### src/rtl/jtflane_pcm_arb.sv
`default_nettype none
// ============================================================================
// Module   : jtflane_pcm_arb
// Purpose  : Round-robin arbiter and one-word read cache serving the four
//            007232 PCM ROM ports (A/B/C/D) from a single SDRAM read port.
// Revision : 1.0 - initial release
// ============================================================================
module jtflane_pcm_arb #(
    parameter logic [21:0] BA_A = 22'h00_0000,
    parameter logic [21:0] BA_B = 22'h01_0000,
    parameter logic [21:0] BA_C = 22'h02_0000,
    parameter logic [21:0] BA_D = 22'h02_0000
)(
    input  logic        clk,
    input  logic        rstn,
    input  logic [16:0] pcma_addr,
    input  logic [16:0] pcmb_addr,
    input  logic [18:0] pcmc_addr,
    input  logic [18:0] pcmd_addr,
    input  logic        pcma_cs,
    input  logic        pcmb_cs,
    input  logic        pcmc_cs,
    input  logic        pcmd_cs,
    output logic [7:0]  pcma_dout,
    output logic [7:0]  pcmb_dout,
    output logic [7:0]  pcmc_dout,
    output logic [7:0]  pcmd_dout,
    output logic        pcma_ok,
    output logic        pcmb_ok,
    output logic        pcmc_ok,
    output logic        pcmd_ok,
    output logic [21:0] sdram_addr,
    output logic        sdram_rd,
    input  logic        sdram_ack,
    input  logic        sdram_rdy,
    input  logic [15:0] sdram_data
);

    typedef enum logic [1:0] {
        S_IDLE = 2'd0,
        S_REQ  = 2'd1,
        S_WAIT = 2'd2
    } state_t;

    state_t      r_state;
    state_t      w_state_nxt;
    logic [1:0]  r_gnt;
    logic [1:0]  w_gnt_nxt;
    logic [1:0]  r_last;
    logic [17:0] r_ptag;
    logic [17:0] w_ptag_nxt;
    logic        w_rd_nxt;
    logic [21:0] w_addr_nxt;
    logic        w_fill;

    // Per-channel cache line; A/B tags are stored zero-extended to 18 bits
    logic [17:0] r_tag  [4];
    logic [15:0] r_data [4];
    logic [3:0]  r_valid;

    logic [17:0] w_word [4];
    logic [7:0]  w_dout [4];
    logic [3:0]  w_cs;
    logic [3:0]  w_lsb;
    logic [3:0]  w_hit;
    logic [3:0]  w_miss;
    logic        w_any;
    logic [1:0]  w_pick;
    logic [21:0] w_base;

    assign w_word[0] = {2'b00, pcma_addr[16:1]};
    assign w_word[1] = {2'b00, pcmb_addr[16:1]};
    assign w_word[2] = pcmc_addr[18:1];
    assign w_word[3] = pcmd_addr[18:1];

    assign w_cs  = {pcmd_cs, pcmc_cs, pcmb_cs, pcma_cs};
    assign w_lsb = {pcmd_addr[0], pcmc_addr[0], pcmb_addr[0], pcma_addr[0]};

    generate
        for (genvar gi = 0; gi < 4; gi++) begin : g_ch
            assign w_hit[gi]  = w_cs[gi] & r_valid[gi] & (r_tag[gi] == w_word[gi]);
            assign w_miss[gi] = w_cs[gi] & ~w_hit[gi];
            assign w_dout[gi] = w_lsb[gi] ? r_data[gi][15:8] : r_data[gi][7:0];
        end
    endgenerate

    assign pcma_ok   = w_hit[0];
    assign pcmb_ok   = w_hit[1];
    assign pcmc_ok   = w_hit[2];
    assign pcmd_ok   = w_hit[3];
    assign pcma_dout = w_dout[0];
    assign pcmb_dout = w_dout[1];
    assign pcmc_dout = w_dout[2];
    assign pcmd_dout = w_dout[3];

    // Round-robin pick: first missing channel after the last one served
    always_comb begin
        w_any  = 1'b0;
        w_pick = r_last;
        for (int k = 1; k <= 4; k++) begin
            if (!w_any && w_miss[r_last + 2'(k)]) begin
                w_any  = 1'b1;
                w_pick = r_last + 2'(k);
            end
        end
    end

    // Region base address of the picked channel
    always_comb begin
        case (w_pick)
            2'd0:    w_base = BA_A;
            2'd1:    w_base = BA_B;
            2'd2:    w_base = BA_C;
            default: w_base = BA_D;
        endcase
    end

    // Next-state logic: grant, wait for ack, then wait for data
    always_comb begin
        w_state_nxt = r_state;
        w_gnt_nxt   = r_gnt;
        w_ptag_nxt  = r_ptag;
        w_rd_nxt    = sdram_rd;
        w_addr_nxt  = sdram_addr;
        w_fill      = 1'b0;
        case (r_state)
            S_IDLE: begin
                if (w_any) begin
                    w_state_nxt = S_REQ;
                    w_gnt_nxt   = w_pick;
                    w_ptag_nxt  = w_word[w_pick];
                    w_rd_nxt    = 1'b1;
                    w_addr_nxt  = w_base + {4'd0, w_word[w_pick]};
                end
            end
            S_REQ: begin
                if (sdram_ack) begin
                    w_rd_nxt = 1'b0;
                    // Data may come back together with the ack
                    if (sdram_rdy) begin
                        w_fill      = 1'b1;
                        w_state_nxt = S_IDLE;
                    end else begin
                        w_state_nxt = S_WAIT;
                    end
                end
            end
            S_WAIT: begin
                if (sdram_rdy) begin
                    w_fill      = 1'b1;
                    w_state_nxt = S_IDLE;
                end
            end
            default: w_state_nxt = S_IDLE;
        endcase
    end

    // Sequencer registers and SDRAM request outputs; last=3 so A wins first
    always_ff @(posedge clk or negedge rstn) begin
        if (!rstn) begin
            r_state    <= S_IDLE;
            r_gnt      <= 2'd0;
            r_ptag     <= 18'd0;
            r_last     <= 2'd3;
            sdram_rd   <= 1'b0;
            sdram_addr <= 22'd0;
        end else begin
            r_state    <= w_state_nxt;
            r_gnt      <= w_gnt_nxt;
            r_ptag     <= w_ptag_nxt;
            sdram_rd   <= w_rd_nxt;
            sdram_addr <= w_addr_nxt;
            if (w_fill) begin
                r_last <= r_gnt;
            end
        end
    end

    // Cache fill always uses the tag captured at grant time
    always_ff @(posedge clk or negedge rstn) begin
        if (!rstn) begin
            r_valid <= 4'd0;
            for (int i = 0; i < 4; i++) begin
                r_tag[i]  <= 18'd0;
                r_data[i] <= 16'd0;
            end
        end else if (w_fill) begin
            r_valid[r_gnt] <= 1'b1;
            r_tag[r_gnt]   <= r_ptag;
            r_data[r_gnt]  <= sdram_data;
        end
    end

endmodule
`default_nettype wire

### config.mk
export PLATFORM = sky130hd
export DESIGN_NAME = jtflane_pcm_arb
export DESIGN_NICKNAME = d
export VERILOG_FILES = /design/src/rtl/jtflane_pcm_arb.sv
export SDC_FILE = /design/constraint.sdc
export NUM_CORES = 1
export LEC_CHECK = 0
export CAP_MARGIN = 20
export CORE_AREA = 2 2 218 134
export CTS_CLUSTER_SIZE = 40
export DETAILED_ROUTE_END_ITERATION = 8
export DIE_AREA = 0 0 220 136
export PLACE_DENSITY = 0.54
export SYNTH_ARGS = -nofsm -noshare
export SYNTH_HDL_FRONTEND = slang
export SYNTH_SLANG_ARGS = --single-unit
### constraint.sdc
create_clock -name clk -period 4.84 [get_ports clk]
set_input_delay 1.452 -clock clk [delete_from_list [all_inputs] [get_ports clk]]
set_output_delay 1.452 -clock clk [all_outputs]
set_load 0.1 [all_outputs]
After elaboration in Yosys (flattened, before gate mapping) --
Cells that the tools add are included.
Storage, ports and cells: register bits after elaboration 187, latch bits 0, RAM bits 0, ROM bits 0, output and inout bits 59, logic and storage cells 114, memories 0
Operators by class: $add $sub $neg 4, $mul 0, div/mod/pow operators 0, order comparisons 9, equality and inequality tests 10, shift operators 0, muxes and demuxes 43, bitwise logic cells 19, reduce and logical (&&, ||, !) cells 14
Operator list (count):
- $bwmux 72 | 1
- $bwmux 64 | 1
- $mux 18 | 3
- $bmux 18 s2 | 1
- $demux 18 s2 | 1
- $eq 18x16->1 | 2
- $eq 18x18->1 | 2
- $pmux 18 s2 | 1
- $demux 16 s2 | 1
- $mux 8 | 4
- $add 22x18->22 | 1
- $mux 16 | 1
- $mux 2 | 8
- $lt 2x3->1 const B | 5
- $mux 1 | 13
- $and 1x1->1 | 12
- $bmux 1 s2 | 4
- $ge 3x3->1 const B | 2
- $ne 2x2->1 const B | 3
- $not 2->3 | 2
- $pmux 2 s3 | 1
- $reduce_and 3->1 | 2
- $logic_and 1x1->1 | 5
- $add 2x2->2 const B | 2
- other kinds (13) | 21

Logic depth before layout (Yosys ltp) --
Gate-level depths: netlist (run 1).
depth after elaboration 21, gate-level depth with buffers 11

Least setup slack after synthesis (run 1) --
OpenSTA, ideal clock, no wires.
path type in2out, start point in pcmc_addr[10], end point out pcmc_ok, arrival 4.225 ns, required time 3.388 ns, slack -0.837 ns, cell stages on the path 4, path buffers 0, cell sequence xnor2_1 -> nand3_1 -> or4_4 -> nor3_1
On the way: word-level cells in the longest chain between the ends 2
Ends and longest elaborated chain:
- start, declared | RTL line 18 | input logic [18:0] pcmc_addr,
- $eq 18x18->1 | RTL line 81 | assign w_hit[gi] = w_cs[gi] & r_valid[gi] & (r_tag[gi] == w_word[gi]);
- $and 1x1->1 | RTL line 81
- end, declared | RTL line 30 | output logic pcmc_ok,
Every way passes these cells.

Worst setup path in the final report (run 1) --
start point in pcmb_addr[15], end point out pcmb_ok
On the way: word-level cells in the longest chain between the ends 2
Ends and longest elaborated chain:
- start, declared | RTL line 17 | input logic [16:0] pcmb_addr,
- $eq 18x16->1 | RTL line 81
- $and 1x1->1 | RTL line 81
- end, declared | RTL line 29 | output logic pcmb_ok,
Every way passes these cells.

==> flow_summary.ini, run 1 <==
[outcome]
status = finished, violations left
failed_checks = setup timing

[clock_tree]
cts_buffers = 17
cts_sinks = 168
ctsHoldBuffers = 0
clkLatencyLatePin_ns = 0.44
cts_max_path_buffers = 2
cts_tree = done
root_buffer = clkbuf_16
cts_max_level = 4
clkTransAtPathRegs_ns = 0.07
post_cts_buffers = 0

[placement]
dp_hpwl_um = 17660
place_ws_ns = -0.3273
gp_congestion = 0.7757
portBuffers = 151

[power_and_ir_drop]
vdd_drop_max_v = 0.0005308
powerDensity_nw_per_um2 = 736.8
finalPower_mw = 8.320
p_leak_nw = 4.965

[drt]
antenna_left = 0
drt_iter0_drc = 264
wl_um = 24180
firstDrtPassIters = 4
vias = 5375
via_per_inst = 4.614
drcViolationCount = 0
wl_per_cell_um = 20.75

[critical_path]
r2r_end = sdram_addr[17]
critPathLaunchType = primary input
max_stage_delay_ns = 0.45
cp_cell_sequence = clkdlybuf4s50_1 -> xnor2_1 -> nand4_1 -> nor4_4 -> and2_2 -> buf_12
cp_top_family = simple AND/OR/NAND/NOR gates
cp.required_ns = 3.39
cp_max_fo = 2
arrival_ns = 3.39
r2r-start = r_tag[50]
critPathKind = primary input to output pin
cp_num_buf_inv = 2
crit_path_end_kind = output pin
regToRegSetupSlack_ns = 1.52
crit_slowest_cell = clkdlybuf4s50_1
reg2reg_depth = 10

[timing]
rsz0062_at_grt = no
clock.fmax_ghz = 0.2064
fin_skew_ns = 0.01024
worstMarginPinSlew_ns = 1.028
setup_viol = 1
setup_slack_ns = -0.004751
final-max-slew-violation-count = 0
hold_viol_final = 0
max_slew_margin = 0.3128
period_needed_ns = 4.845
period_share = 1.001
hold_ws_ns = 0.4782

[grt]
grt_pass1_wl_um = 36640
grt_pass1_vias = 5652
antenna_found_initial = 1
grt_usage = 0.1706
gr-total-overflow = 0
grt_max_degree = 74

[floorplanning]
die_area_um2 = 29920
rows = 48
initial_utilization = 0.2956
die_height_um = 136
core_um2 = 28110
die_x_um = 220
num_io_pins = 155

[synth]
postSynth.topFlopCell = dfrtp_1
synth_seq_cells = 168
synth_top_cell_by_area = dfrtp_1
synth_cells = 626
synth_edf_count = 0
synth_commonest_cells = mux2_2, dfrtp_1, xor2_1
yosysUniqueCellTypes = 44
synth_seq_area_share = 0.5062
yosys_warnings = 0
syn_area_um2 = 8309
netlist.area_leader.share = 0.4999
syn_avg_cell_area_um2 = 13.27
yosysMostFrequentCell = mux2_2
synth_area_leaders = dfrtp_1, mux2_2, mux2i_1, xor2_1, xnor2_1
async_flop_share = 1.000

[final_layout]
syn2layout_area_growth_pct = 35.90
antenna_cells = 0
layout-drive-gt1-share = 0.3747
seq_area_um2 = 4207
layout.nets = 877
nFillCells = 2679
multi_input_area_um2 = 3835

[hold_path]
min_to = r_valid[1]
holdPathStages = 1
hold_class = flop to flop
min-delay-start = r_valid[1]

[job]
drv_cap = 0
## where the power goes
group	total, mW	leakage (nW)	internal (mW)	switching (mW)
Combinational	4.38	2.51	1.72	2.67
Clock	1.44	0.297	0.855	0.585
Sequential	2.50	2.16	2.03	0.464
## flip-flops by register name, indices dropped and copies added, names as in the netlist
| name | count |
|---|---|
| r_gnt | 2 |
| r_valid | 4 |
| r_last | 2 |
| sdram_rd | 1 |
| r_data | 64 |
| sdram_addr | 3 |
| r_tag | 72 |
| r_state | 2 |
| r_ptag | 18 |
## cells in the final DEF, fill, tap and decap left out, types with 3 or more instances in the layout
cell             Yosys  routed
inv_1                6       6
nor2b_1              3       3
dfrtp_1            166     166
or2_2                3       3
clkbuf_16            0      17
o221ai_2            12      12
ha_1                 3       3
nand2b_1             4       4
mux2_2             170     170
conb_1               1       4
nand4_1              6       6
mux2i_1             35      35
o221ai_1             5       5
buf_12               2      42
clkdlybuf4s50_1      0     114
clkbuf_8             0       3
nor2_1               7       5
xnor2_1             31      30
nor3_1               6       4
o31ai_1              3       3
o21ai_0              6       6
xor2_1              37      37
nand2_1             35      35
bufinv_16            0       3
nor4_1              11       8
buf_4               19      20
nand3_1              7       6
## routing by layer
| layer | global-route usage | wire [µm] | vias up |
|---|---|---|---|
| met1 | 0.2666 | 13020 | 2750 |
| met2 | 0.2280 | 9769 | 95 |
| met5 | 0 | 13 | - |
| met3 | 0.04787 | 1177 | 13 |
| met4 | 0.03691 | 193 | 2 |
| li1 | - | - | 2515 |
## layout make-up
| type | count | area share |
|---|---|---|
| Clock inverter | 10 | 0.01252 |
| Inverter | 6 | 0.001994 |
| Timing Repair Buffer | 177 | 0.1898 |
| Multi-Input combinational cell | 407 | 0.3396 |
| Sequential cell | 168 | 0.3725 |
| Clock buffer | 22 | 0.04199 |
| Tap cell | 375 | 0.04155 |
## worst max-delay path by stage
stage	startpoint	end	cells after the start
6_report	pcmb_addr[15]	pcmb_ok	6
5_1_grt	pcmb_addr[4]	pcmb_ok	7
4_1_cts	pcmd_addr[17]	pcmd_ok	7
3_5_place_dp	pcmd_addr[17]	sdram_addr[17]	11
3_3_place_gp	pcmd_addr[17]	sdram_addr[17]	11
2_1_floorplan	pcmc_addr[10]	pcmc_ok	4
## logic make-up (layout without fill, tap and decap cells)
family | Yosys count | count (layout) | share of synthesized area
AOI/OAI and AO/OA | 40 | 40 | 0.04788
xor gates and xnor gates | 68 | 68 | 0.07168
adders and majority gates | 4 | 4 | 0.006927
buffers and inverters | 54 | 215 | 0.04352
DFF | 168 | 168 | 0.5062
muxes | 205 | 205 | 0.2726
other | 1 | 4 | 0.0004513
and+or+nand+nor | 86 | 86 | 0.05075
## repair_timing
action                     in CTS  in global routing
resized for setup               4                  2
pin swaps                       0                  2
setup endpoints to repair       2                  2
## stage by stage
step	utilization	area [µm²]	TNS (ns)	instances
after floorplan	-	8330	0	629
after global placement	0.3785	10640	-2.270	1133
after detailed placement	0.3785	10640	-3.370	1133
after CTS	0.4014	11280	0	1165
after global routing	0.4018	11290	0	1165
final	0.4018	11290	-0.004751	1165
Power figures use the tool's default switching activity.
==> run 2, diff against run 1 <==
Settings changed: ABC_AREA from default to 1, CELL_PAD_IN_SITES_DETAIL_PLACEMENT from default to 0, CELL_PAD_IN_SITES_GLOBAL_PLACEMENT from default to 1, CORE_AREA 2 2 218 134 to 2 2 231 142, CTS_CLUSTER_SIZE 40 to 28, DIE_AREA 0 0 220 136 to 0 0 233 144, PLACE_DENSITY 0.54 to 0.67.
==> flow_summary.ini, run 2 <==
[outcome]
status = completed

[final_layout]
finalInstanceArea_um2 = 12250
layout-drive-gt1-share = 0.1114
seq_area_um2 = 4207
syn2layout_area_growth_pct = 31.83
largest_reg_flops = 72
reg_top3 = r_tag (72), r_data (64), r_ptag (18)
multi_input_area_um2 = 4228
regMostFlops = r_tag
final_util = 0.3862
antenna_cells = 0
most-common-layout-cells = nand2_1, dfrtp_1, inv_1
mostFrequentLayoutCell = nand2_1
layout.nets = 1469
nFillCells = 3226

[synth]
synth_seq_area_share = 0.4527
postSynth.topFlopCell = dfrtp_1
netlist.area_leader.share = 0.4471
synth_edf_count = 0
synth_seq_cells = 168
synth_cells = 1245
syn_avg_cell_area_um2 = 7.463
syn_area_um2 = 9291
async_flop_share = 1.000
yosysMostFrequentCell = nand2_1
synth_top_cell_by_area = dfrtp_1
yosysUniqueCellTypes = 37
synth_area_leaders = dfrtp_1, nand2_1, o21ai_0, inv_1, nand3_1
yosys_warnings = 0
synth_commonest_cells = nand2_1, dfrtp_1, inv_1

[grt]
grt_max_degree = 94
gr-total-overflow = 0
busiest_layer = met1
grt_pass1_wl_um = 49800
grt_util_met3 = 0.03983
grt_pass1_vias = 8079
met2_usage = 0.2724
gr-usage-met1 = 0.3273
antenna_found_initial = 1
grt_usage = 0.2015

[placement]
dp_hpwl_um = 25300
portBuffers = 151
place_area_um2 = 11570
place_ws_ns = 0.1134
gp_congestion = 0.8945

[power_and_ir_drop]
vdd_drop_max_v = 0.0004954
powerDensity_nw_per_um2 = 793.3
p_leak_nw = 5.928

[timing]
worstMarginPinSlew_ns = 1.063
fin_skew_ns = 0.01163
clock.fmax_ghz = 0.2111
period_needed_ns = 4.736
final-max-slew-violation-count = 0
final.setup.tns_ns = 0
period_share = 0.9785
setup_slack_ns = 0.1039
max_slew_margin = 0.2890
hold_viol_final = 0
setup_viol = 0
rsz0062_at_grt = no

[critical_path]
critPathLaunchType = primary input
regToRegSetupSlack_ns = 1.87
crit_path_end_kind = output pin
cp_max_fo = 3
cp.required_ns = 3.39
critPathKind = primary input to output pin
arrival_ns = 3.28

[floorplanning]
num_io_pins = 155
die_area_um2 = 33550
die_x_um = 233
core_um2 = 31710
initial_utilization = 0.2930
rows = 51
die_height_um = 144

[drt]
wl_per_cell_um = 18.17
drcViolationCount = 0
wl_um = 32810
antenna_left = 0
firstDrtPassIters = 5
vias = 8447
drt_iter0_drc = 906
via_per_inst = 4.677

[hold_path]
hold_class = flop to flop

[clock_tree]
cts_tree = done
root_buffer = clkbuf_16
clkTransAtPathRegs_ns = 0.07
cts_max_path_buffers = 2
cts_buffers = 17
cts_sinks = 168
cts_max_level = 4
clkLatencyLatePin_ns = 0.43

[job]
drv_cap = 0
## run 2: worst paths after layout
kind / endpoint / cells past startpoint / start
setup / recovery: pcma_ok / 8 / pcma_addr[8]
hold / removal: r_valid[0] / 2 / r_valid[0]
setup reg to reg: sdram_addr[17] / 14 / r_tag[48]
hold reg to reg: r_valid[0] / 2 / r_valid[0]
max in group asynchronous: r_tag[68] / 2 / rstn
min in group asynchronous: sdram_rd / 1 / rstn
## run 2: timing repair
action,in CTS,in global routing
buffers inserted,0,0
endpoints found under the setup margin,0,2
hold buffers,0,0
endpoints found under the hold margin,0,0
resized for setup,0,4
## run 2: per-layer routing
| layer | routed length, µm | share of wire | vias up |
|---|---|---|---|
| li1 | - | - | 4186 |
| met1 | 17370 | 0.53 | 4001 |
| met2 | 13100 | 0.40 | 250 |
| met3 | 2231 | 0.068 | 10 |
| met4 | 108 | 0.0033 | 0 |
| met5 | 0 | 0 | - |
## run 2: stage by stage
stage	hold slack (ns)	total power [mW]	cells
2_1_floorplan	0.4349	6.179	1248
3_3_place_gp	0.4464	8.102	1774
3_5_place_dp	0.4505	8.128	1774
4_1_cts	0.4684	9.740	1806
5_1_grt	0.5149	10.35	1806
6_report	0.4715	9.717	1806
## run 2: logic make-up (layout without fill, tap and decap cells)
family	count (synthesis)	in the layout	synth area share
multiplexers	32	32	0.03878
AO/OA/AOI/OAI	170	170	0.09750
XOR/XNOR	15	15	0.01414
adder cells (fa/ha/maj)	4	4	0.006195
buffers and inverters	225	359	0.1027
flip-flops	168	168	0.4527
AND/OR/NAND/NOR	630	630	0.2875
other	1	4	0.0004036
## run 2: report_power, final
group	internal [mW]	switching [mW]	total (mW)
registers	1.96	0.381	2.34
logic	1.71	4.09	5.80
clock network	0.946	0.636	1.58
## run 2: cell type report
type | count | share of cell area
Clock inverter | 14 | 0.01859
Multi-Input combinational cell | 855 | 0.3451
Inverter | 157 | 0.04811
Sequential cell | 168 | 0.3434
Timing Repair Buffer | 170 | 0.1656
Clock buffer | 18 | 0.03585
Tap cell | 424 | 0.04331
## run 2: worst max-delay path, stage by stage
cell             delay (ns)
clkdlybuf4s50_1        0.53
inv_1                  0.05
nand2_1                0.05
nand2_1                0.10
a2111oi_2              0.32
nand4_1                0.20
nor4_4                 0.35
buf_12                 0.22
==> run 3, diff against run 2 <==
Settings changed: REMOVE_ABC_BUFFERS from default to 1.
==> flow_summary.ini, run 3 (synthesis results as in run 2) <==
[critical_path]
critPathKind = primary input to output pin
cp.required_ns = 3.39
arrival_ns = 3.42
cp_max_fo = 3
cp_top_family = buffers and inverters
crit_slowest_cell = clkdlybuf4s50_1
crit_path_end_kind = output pin
cp_num_buf_inv = 4
cp_cell_sequence = clkdlybuf4s50_1 -> nand2_1 -> inv_1 -> nor2_1 -> a2111oi_1 -> nand3_1 -> nor4_2 -> buf_4 -> buf_12
critPathLaunchType = primary input
max_stage_delay_ns = 0.54

[final_layout]
antenna_cells = 0
mostFrequentLayoutCell = nand2_1
layout.nets = 1485
most-common-layout-cells = nand2_1, dfrtp_1, inv_1
reg_top3 = r_tag (72), r_data (64), r_ptag (18)
layout-drive-gt1-share = 0.1180
largest_reg_flops = 72
syn2layout_area_growth_pct = 32.10
regMostFlops = r_tag

[clock_tree]
clkTransAtPathRegs_ns = 0.07
root_buffer = clkbuf_16
post_cts_buffers = 0
clkLatencyLatePin_ns = 0.45
ctsHoldBuffers = 0
cts_sinks = 168
cts_tree = done
cts_buffers = 17
cts_max_level = 4
cts_max_path_buffers = 2

[timing]
setup_viol = 1
setup_slack_ns = -0.02875
hold_viol_final = 0
period_share = 1.006
fin_skew_ns = 0.007254
final-max-slew-violation-count = 0
max_slew_margin = 0.3092
final.setup.tns_ns = -0.02875
worstMarginPinSlew_ns = 1.033
period_needed_ns = 4.869
clock.fmax_ghz = 0.2054

[drt]
drt_iter0_drc = 932
vias = 8532
antenna_left = 0
drcViolationCount = 0
wl_per_cell_um = 18.10
via_per_inst = 4.683
firstDrtPassIters = 6
wl_um = 32980

[power_and_ir_drop]
finalPower_mw = 9.642
vdd_drop_max_v = 0.0004987
powerDensity_nw_per_um2 = 785.6
p_leak_nw = 5.950

[placement]
place_ws_ns = 0.09240
gp_congestion = 0.8836
dp_hpwl_um = 24730
portBuffers = 151

[grt]
grt_pass1_wl_um = 49820
gr-usage-met1 = 0.3314
antenna_found_initial = 0
busiest_layer = met1
grt_pass1_vias = 7992
gr-total-overflow = 0
met2_usage = 0.2701
grt_usage = 0.2029
grt_util_met3 = 0.03450
grt_max_degree = 82

[floorplanning]
initial_utilization = 0.2930
die_area_um2 = 33550
die_height_um = 144
core_um2 = 31710
die_x_um = 233
num_io_pins = 155
rows = 51

[outcome]
status = finished, violations left
failed_checks = setup timing

[hold_path]
hold_class = flop to flop

[job]
drv_cap = 0
## run 3: timing repair
item                       in CTS  in global routing
setup endpoints to repair       0                  3
hold endpoints to repair        0                  0
resized for setup               0                  4
## run 3: worst register-to-register path: cells and delay by family, from the launching register on
kind	cells	cell delay, ns
AOI/OAI and AO/OA	2	0.52
and+or+nand+nor	10	1.20
xor gates and xnor gates	1	0.34
DFF	1	0.39
adders and majority gates	1	0.43
## run 3: metal layers
metal | vias to the layer above | share of wire
met3 | 21 | 0.066
met2 | 285 | 0.38
met5 | - | 0
met1 | 4018 | 0.54
li1 | 4208 | -
met4 | 0 | 0.011
## run 3: stage by stage
| step | cells | util | instance area [µm²] | hold WS (ns) |
|---|---|---|---|---|
| final | 1822 | 0.3870 | 12270 | 0.4651 |
| after global routing | 1822 | 0.3870 | 12270 | 0.4947 |
| after CTS | 1822 | 0.3867 | 12260 | 0.4707 |
| after detailed placement | 1790 | 0.3673 | 11650 | 0.4520 |
| after global placement | 1790 | 0.3673 | 11650 | 0.4474 |
| after floorplan | 1180 | - | 8937 | 0.4349 |
## run 3: worst paths after layout
| kind | start | endpoint | slack, ns | cells after the start |
|---|---|---|---|---|
| setup / recovery | pcmd_addr[15] | pcmd_ok | -0.03 | 9 |
| hold / removal | r_valid[1] | r_valid[1] | 0.47 | 2 |
| setup reg to reg | r_tag[62] | sdram_addr[17] | 1.86 | 14 |
| hold reg to reg | r_valid[1] | r_valid[1] | 0.47 | 2 |
| max in group asynchronous | rstn | r_tag[5] | 2.79 | 2 |
| min in group asynchronous | rstn | r_data[45] | 1.07 | 1 |
## run 3: report_power, final
group | total, mW | leakage, nW | internal (mW) | switching (mW)
registers | 2.33 | 2.17 | 1.96 | 0.378
clock network | 1.46 | 0.293 | 0.823 | 0.640
logic | 5.85 | 3.49 | 1.80 | 4.04
total | 9.64 | 5.95 | 4.58 | 5.06
## run 3: area by class of cell
cell class / instances / area, µm²
Sequential cell: 168 / 4207
Fill cell: 3305 / 19440
Clock inverter: 15 / 190.2
Tap cell: 424 / 530.5
Inverter: 157 / 589.3
Clock buffer: 17 / 425.4
Multi-Input combinational cell: 855 / 4172
Timing Repair Buffer: 186 / 2161
